File: config.mk
export PLATFORM = sky130hd
export DESIGN_NAME = spi_slave_ctrl
export DESIGN_NICKNAME = d
export VERILOG_FILES = /design/src/rtl/spi_pkg.sv /design/src/rtl/spi_tx_shifter.sv /design/src/rtl/spi_slave_ctrl.sv
export SDC_FILE = /design/constraint.sdc
export NUM_CORES = 1
export LEC_CHECK = 0
export ABC_AREA = 1
export CELL_PAD_IN_SITES_DETAIL_PLACEMENT = 1
export CELL_PAD_IN_SITES_GLOBAL_PLACEMENT = 2
export CORE_ASPECT_RATIO = 2
export CORE_MARGIN = 2
export CORE_UTILIZATION = 29
export DETAILED_ROUTE_END_ITERATION = 6
export PLACE_DENSITY_LB_ADDON = 0.05
export RECOVER_POWER = 100
export SYNTH_ARGS = -nofsm -noshare
export SYNTH_HDL_FRONTEND = slang
export SYNTH_HIERARCHICAL = 1
export SYNTH_SLANG_ARGS = --single-unit
File: constraint.sdc
create_clock -name clk -period 1.6 [get_ports clk]
set_input_delay 0.4 -clock clk [delete_from_list [all_inputs] [get_ports clk]]
set_output_delay 0.4 -clock clk [all_outputs]
set_load 0.1 [all_outputs]
File: src/rtl/spi_pkg.sv
// SPI slave shared definitions: FSM state encoding, command codes, width defaults.
// Latency: n/a (types and constants only).
// Backpressure: n/a.
package spi_pkg;

  localparam int RX_W_DEF = 10;
  localparam int TX_W_DEF = 8;

  localparam logic [1:0] CMD_WR_ADDR = 2'b00;
  localparam logic [1:0] CMD_WR_DATA = 2'b01;
  localparam logic [1:0] CMD_RD_ADDR = 2'b10;
  localparam logic [1:0] CMD_RD_DATA = 2'b11;

  typedef enum logic [2:0] {
    IDLE      = 3'b000,
    WRITE     = 3'b001,
    CHK_CMD   = 3'b010,
    READ_ADD  = 3'b011,
    READ_DATA = 3'b100
  } spi_state_e;

endpackage

File: src/rtl/spi_tx_shifter.sv
// MISO serialiser: loads the RAM read byte, then shifts it out MSB first.
// Latency: first bit on MISO the cycle after the load edge, one bit per cycle for TX_W cycles.
// Backpressure: none; load waits indefinitely for tx_valid, abort (slave deselect) kills a read-out.
module spi_tx_shifter #(
  parameter int TX_W = 8
) (
  input  logic            clk,
  input  logic            rst_n,
  input  logic            load_en,
  input  logic            tx_valid,
  input  logic [TX_W-1:0] tx_data,
  input  logic            abort,
  output logic            miso,
  output logic            done
);

  localparam int CW = $clog2(TX_W + 1);

  logic [TX_W-1:0] tx_shift;
  logic [CW-1:0]   tx_cnt;
  logic            busy;

  // Load once per frame, shift MSB first, then park MISO low with done held until deselect.
  always_ff @(posedge clk or negedge rst_n) begin
    if (!rst_n) begin
      tx_shift <= '0;
      tx_cnt   <= '0;
      busy     <= 1'b0;
      done     <= 1'b0;
      miso     <= 1'b0;
    end else if (abort) begin
      tx_cnt <= '0;
      busy   <= 1'b0;
      done   <= 1'b0;
      miso   <= 1'b0;
    end else if (busy) begin
      if (tx_cnt == CW'(TX_W)) begin
        busy <= 1'b0;
        done <= 1'b1;
        miso <= 1'b0;
      end else begin
        miso     <= tx_shift[TX_W-1];
        tx_shift <= tx_shift << 1;
        tx_cnt   <= tx_cnt + CW'(1);
      end
    end else if (load_en && tx_valid && !done) begin
      tx_shift <= tx_data;
      tx_cnt   <= '0;
      busy     <= 1'b1;
      miso     <= 1'b0;
    end
  end

endmodule

File: src/rtl/spi_slave_ctrl.sv
// SPI mode-0 slave front end: deserialises {cmd,data} words to the RAM, serialises read bytes back.
// Latency: rx_valid one cycle after the last payload bit; MISO starts the cycle after tx_valid.
// Backpressure: none; read data is awaited without bound, SS_n high aborts any frame.
module spi_slave_ctrl
  import spi_pkg::*;
#(
  parameter int RX_W = RX_W_DEF,
  parameter int TX_W = TX_W_DEF
) (
  input  logic            clk,
  input  logic            rst_n,
  input  logic            SS_n,
  input  logic            MOSI,
  output logic            MISO,
  output logic [RX_W-1:0] rx_data,
  output logic            rx_valid,
  input  logic [TX_W-1:0] tx_data,
  input  logic            tx_valid
);

  localparam int CW = $clog2(RX_W + 1);

  spi_state_e      state;
  logic [CW-1:0]   rx_cnt;
  logic [RX_W-1:0] rx_shift;
  logic            rd_addr_seen;
  logic            frame_full;
  logic            tx_load_en;
  logic            tx_done;

  assign frame_full = (rx_cnt == CW'(RX_W));
  // Only a completed read-data frame may accept the RAM byte; stray tx_valid is ignored.
  assign tx_load_en = (state == READ_DATA) && frame_full && !SS_n;

  // Frame FSM, payload deserialiser and read-address tracking.
  always_ff @(posedge clk or negedge rst_n) begin
    if (!rst_n) begin
      state        <= IDLE;
      rx_cnt       <= '0;
      rx_shift     <= '0;
      rx_data      <= '0;
      rx_valid     <= 1'b0;
      rd_addr_seen <= 1'b0;
    end else begin
      rx_valid <= 1'b0;
      // A finished read-out consumes the stored read address.
      if (tx_done) begin
        rd_addr_seen <= 1'b0;
      end
      if (SS_n) begin
        state  <= IDLE;
        rx_cnt <= '0;
      end else begin
        case (state)
          IDLE: begin
            state <= CHK_CMD;
          end
          CHK_CMD: begin
            rx_cnt <= '0;
            if (!MOSI) begin
              state <= WRITE;
            end else if (rd_addr_seen) begin
              state <= READ_DATA;
            end else begin
              state <= READ_ADD;
            end
          end
          WRITE, READ_ADD, READ_DATA: begin
            // Counter saturates at RX_W so trailing MOSI bits are ignored.
            if (!frame_full) begin
              rx_shift <= {rx_shift[RX_W-2:0], MOSI};
              rx_cnt   <= rx_cnt + CW'(1);
              if (rx_cnt == CW'(RX_W - 1)) begin
                rx_valid <= 1'b1;
                rx_data  <= {rx_shift[RX_W-2:0], MOSI};
                if (state == READ_ADD) begin
                  rd_addr_seen <= 1'b1;
                end
              end
            end
          end
          default: begin
            state <= IDLE;
          end
        endcase
      end
    end
  end

  spi_tx_shifter #(
    .TX_W (TX_W)
  ) u_tx_shifter (
    .clk      (clk),
    .rst_n    (rst_n),
    .load_en  (tx_load_en),
    .tx_valid (tx_valid),
    .tx_data  (tx_data),
    .abort    (SS_n),
    .miso     (MISO),
    .done     (tx_done)
  );

endmodule

==> metrics.md <==
| Metric | Value |
|---|---|
| Critical path class | `in2reg` |
| Endpoints failing hold | `0` |
| CP max stage cell | `clkdlybuf4s50_1` |
| Critical path buffers and inverters | `2` |
| Element type at the critical path end | `register` |
| Detailed Place HPWL | `3780 um` |
| Critical-path maximum fanout | `5` |
| Max frequency | `620 MHz` |
| Vias post-DR | `1,817` |
| Critical Path RT | `1.78 ns` |
| WL/cell | `13.3 um` |
| Power Dens Cells | `1020 nW/um^2` |
| Detailed-router iteration count before antenna repair | `4` |
| Antenna violations before repair | `0` |
| Worst Hold Class | `in2async` |
| First-pass GRT wire length | `9340 um` |
| Gate Count Post-Synth | `259` |
| Syn Nets | `277` |
| Setup TNS | `-0.0355 ns` |
| DRC | `0` |
| Final worst-path cycle share | `101%` |
| Clock root cell | `clkbuf_16` |
| Detailed Route WL | `5280 um` |
| Core Area | `7160 um^2` |
| YS warnings | `6` |
| Slew @ Worst Pin | `1.11 ns` |
| Gr ovfl total | `0` |
| Most common cell after layout, fill and taps aside | `nand2_1` |
| Chip height | `125 um` |
| Antenna Nets Post-Route | `0` |
| CP startpoint kind | `primary input` |
| Critical path's top delay family | `simple AND/OR/NAND/NOR gates` |
| Row cnt | `44` |
| Die Footprint | `8030 um^2` |
| Unrepaired setup endpoints after global routing | `yes` |
| CP arrival | `1.79 ns` |
| Max-slew headroom | `26.2%` |
| Reg clk slew, reported paths | `0.07 ns` |
| 1st-iter DRT viols | `45` |
| Die Wd | `64.4 um` |
| Final setup fails | `4` |
| Pin count of the biggest net entering global routing | `44` |
| Max VDD drop | `0.615 mV` |
| Top post-synthesis cells by area | `dfrtp_1 51%, nand2_1 21%, nand3_1 5.2%` |
| R2r startpoint | `rx_cnt[0]` |
| Final Power | `2810 uW` |
| Post-synthesis sequential area ratio | `50.9%` |
| H-tree depth | `2` |
| Fin crit period | `1.61 ns` |
| Post-synthesis cell type count | `26` |
| Share of layout cells above drive strength 1 | `21.2%` |
| Setup crit start | `SS_n` |
| Clk sink count | `43` |
| Synth Area per Inst | `8.16 um^2` |
| Final Skew | `0.00642 ns` |
| Slowest stage delay, CP | `0.42 ns` |
| Status | `finished with violations` |
| Failing checks | `setup timing` |
| NumNets Final | `323` |
| Most frequent cells in the layout | `115 x nand2_1, 43 x dfrtp_1, 19 x nand3_1` |
| CTS tree | `built` |
| Top-area cell type share of the netlist area | `50.9%` |
| Top layer used by detailed routing | `met4` |
| Max clock buf depth | `2` |
| Via-to-Cell Ratio | `4.57` |
| Synth Cell Area | `2110 um^2` |
| Fin. max-slew vios | `0` |
| Met3 wire len | `111 um` |
| Port Buffer Count | `24` |
| Clock Latency Late Sink | `0.29 ns` |
| Cells along the critical path | `clkdlybuf4s50_1 > inv_1 > nand4_1 > nor2_1 > nand2_1 > o21ai_4 > nand3_4 > nand2_1 > nand2_1` |
| Vias in the first global route | `1,960` |
| Initial core utilization | `29.5%` |
| Worst setup margin | `-0.0137 ns` |
| Area grow syn2layout | `29.9%` |
| Cell taking the most area after synthesis | `dfrtp_1` |
| CTS Hold Bufs | `0` |
| Critical Path Most Common Cell | `nand2_1` |
| Register bit total from synthesis | `43` |
| Routed met1 length | `2400 um` |
| All-Layer GR Usage | `14.9%` |
| Smallest hold slack | `0.399 ns` |
| DR WL met2 | `2610 um` |
| Inserted Clock Buffers | `5` |
| I/O pin count | `25` |
| Max-cap violations | `0` |
| Leak Pwr | `0.00144 uW` |
| Placer congestion estimate | `0.815` |
| ANT cells | `0` |
layer usage:
metal,track usage (%),up-vias
met5,0,-
met3,2.62,10
met1,19.0,882
li1,-,905
met2,23.4,20
met4,8.14,0
metrics by stage:
step | worst slack [ns] | cell area [um^2] | instances | util [%]
3_3_place_gp | -0.195 | 2690 | 387 | 37.6
2_1_floorplan | 0.0454 | 2110 | 259 | -
6_report | -0.0137 | 2750 | 398 | 38.4
4_1_cts | -0.0258 | 2900 | 396 | 40.5
5_1_grt | -0.119 | 2750 | 398 | 38.4
3_5_place_dp | -0.234 | 2690 | 387 | 37.6
cells by family after synthesis:
family	after synthesis	synth area share, %
buffers and inverters	27	5.80
AOI/OAI and AO/OA	13	3.61
xor gates and xnor gates	2	0.829
and+or+nand+nor	169	35.9
DFF	43	50.9
adders and majority gates	5	2.96
sequential cells by signal (all words and copies together) (netlist names), 3 cells and up:
name	flops
rx_data	10
u_tx_shifter/tx_cnt	4
state	3
u_tx_shifter/tx_shift	8
rx_cnt	4
rx_shift	9
timing repair:
item	in CTS	in global routing
resized for setup	5	9
cloned	1	0
pin swaps	5	8
endpoints found under the setup margin	11	13
buffers inserted	0	2
path summary, 6_finish.rpt:
kind,end,slack [ns],depth (start not counted)
max in group asynchronous,rx_cnt[0],0.52,2
hold reg to reg,rx_data[6],0.47,2
setup reg to reg,u_tx_shifter/tx_shift[6],0.01,9
setup / recovery,u_tx_shifter/tx_shift[6],-0.01,9
hold / removal,rx_data[4],0.40,2
min in group clk,rx_data[6],0.47,2
worst reg2reg max path: cells and delay by family, from the launching register on:
family / cells / cell delay [ns]
buffers and inverters: 1 / 0.08
and+or+nand+nor: 6 / 0.60
adders and majority gates: 1 / 0.14
AOI/OAI and AO/OA: 1 / 0.28
DFF: 1 / 0.39
layout make-up:
type | count | area (um^2)
Sequential cell | 43 | 1080
Clock inverter | 3 | 43.8
Clock buffer | 5 | 125
Multi-Input combinational cell | 190 | 972
Timing Repair Buffer | 42 | 327
Tap cell | 92 | 115
Inverter | 23 | 86.3
Fill cell | 885 | 4410
power breakdown:
part,total (uW),internal [uW],switching [uW]
registers,1300,1210,91.2
logic,340,141,199
clock network,1170,736,435
synthesized netlist by cell type:
| library cell | number |
|---|---|
| inv_2 | 4 |
| nand2_4 | 2 |
| nor3_1 | 1 |
| nand4_4 | 1 |
| inv_1 | 18 |
| dfrtp_1 | 43 |
| ha_1 | 5 |
| nor2_4 | 2 |
| nand3_1 | 22 |
| nand2_2 | 4 |
| nand3_2 | 1 |
| xnor2_1 | 1 |
| buf_6 | 2 |
| a21oi_1 | 4 |
| nand3_4 | 1 |
| clkinv_2 | 1 |
| nand4_1 | 6 |
| o21ai_4 | 1 |
| nor2_2 | 1 |
| buf_2 | 1 |
| nand2_1 | 118 |
| xor2_1 | 1 |
| nor2_1 | 10 |
| o21ai_0 | 4 |
| buf_4 | 1 |
| o21ai_1 | 4 |
No activity file was read; power rests on OpenSTA's default activity.
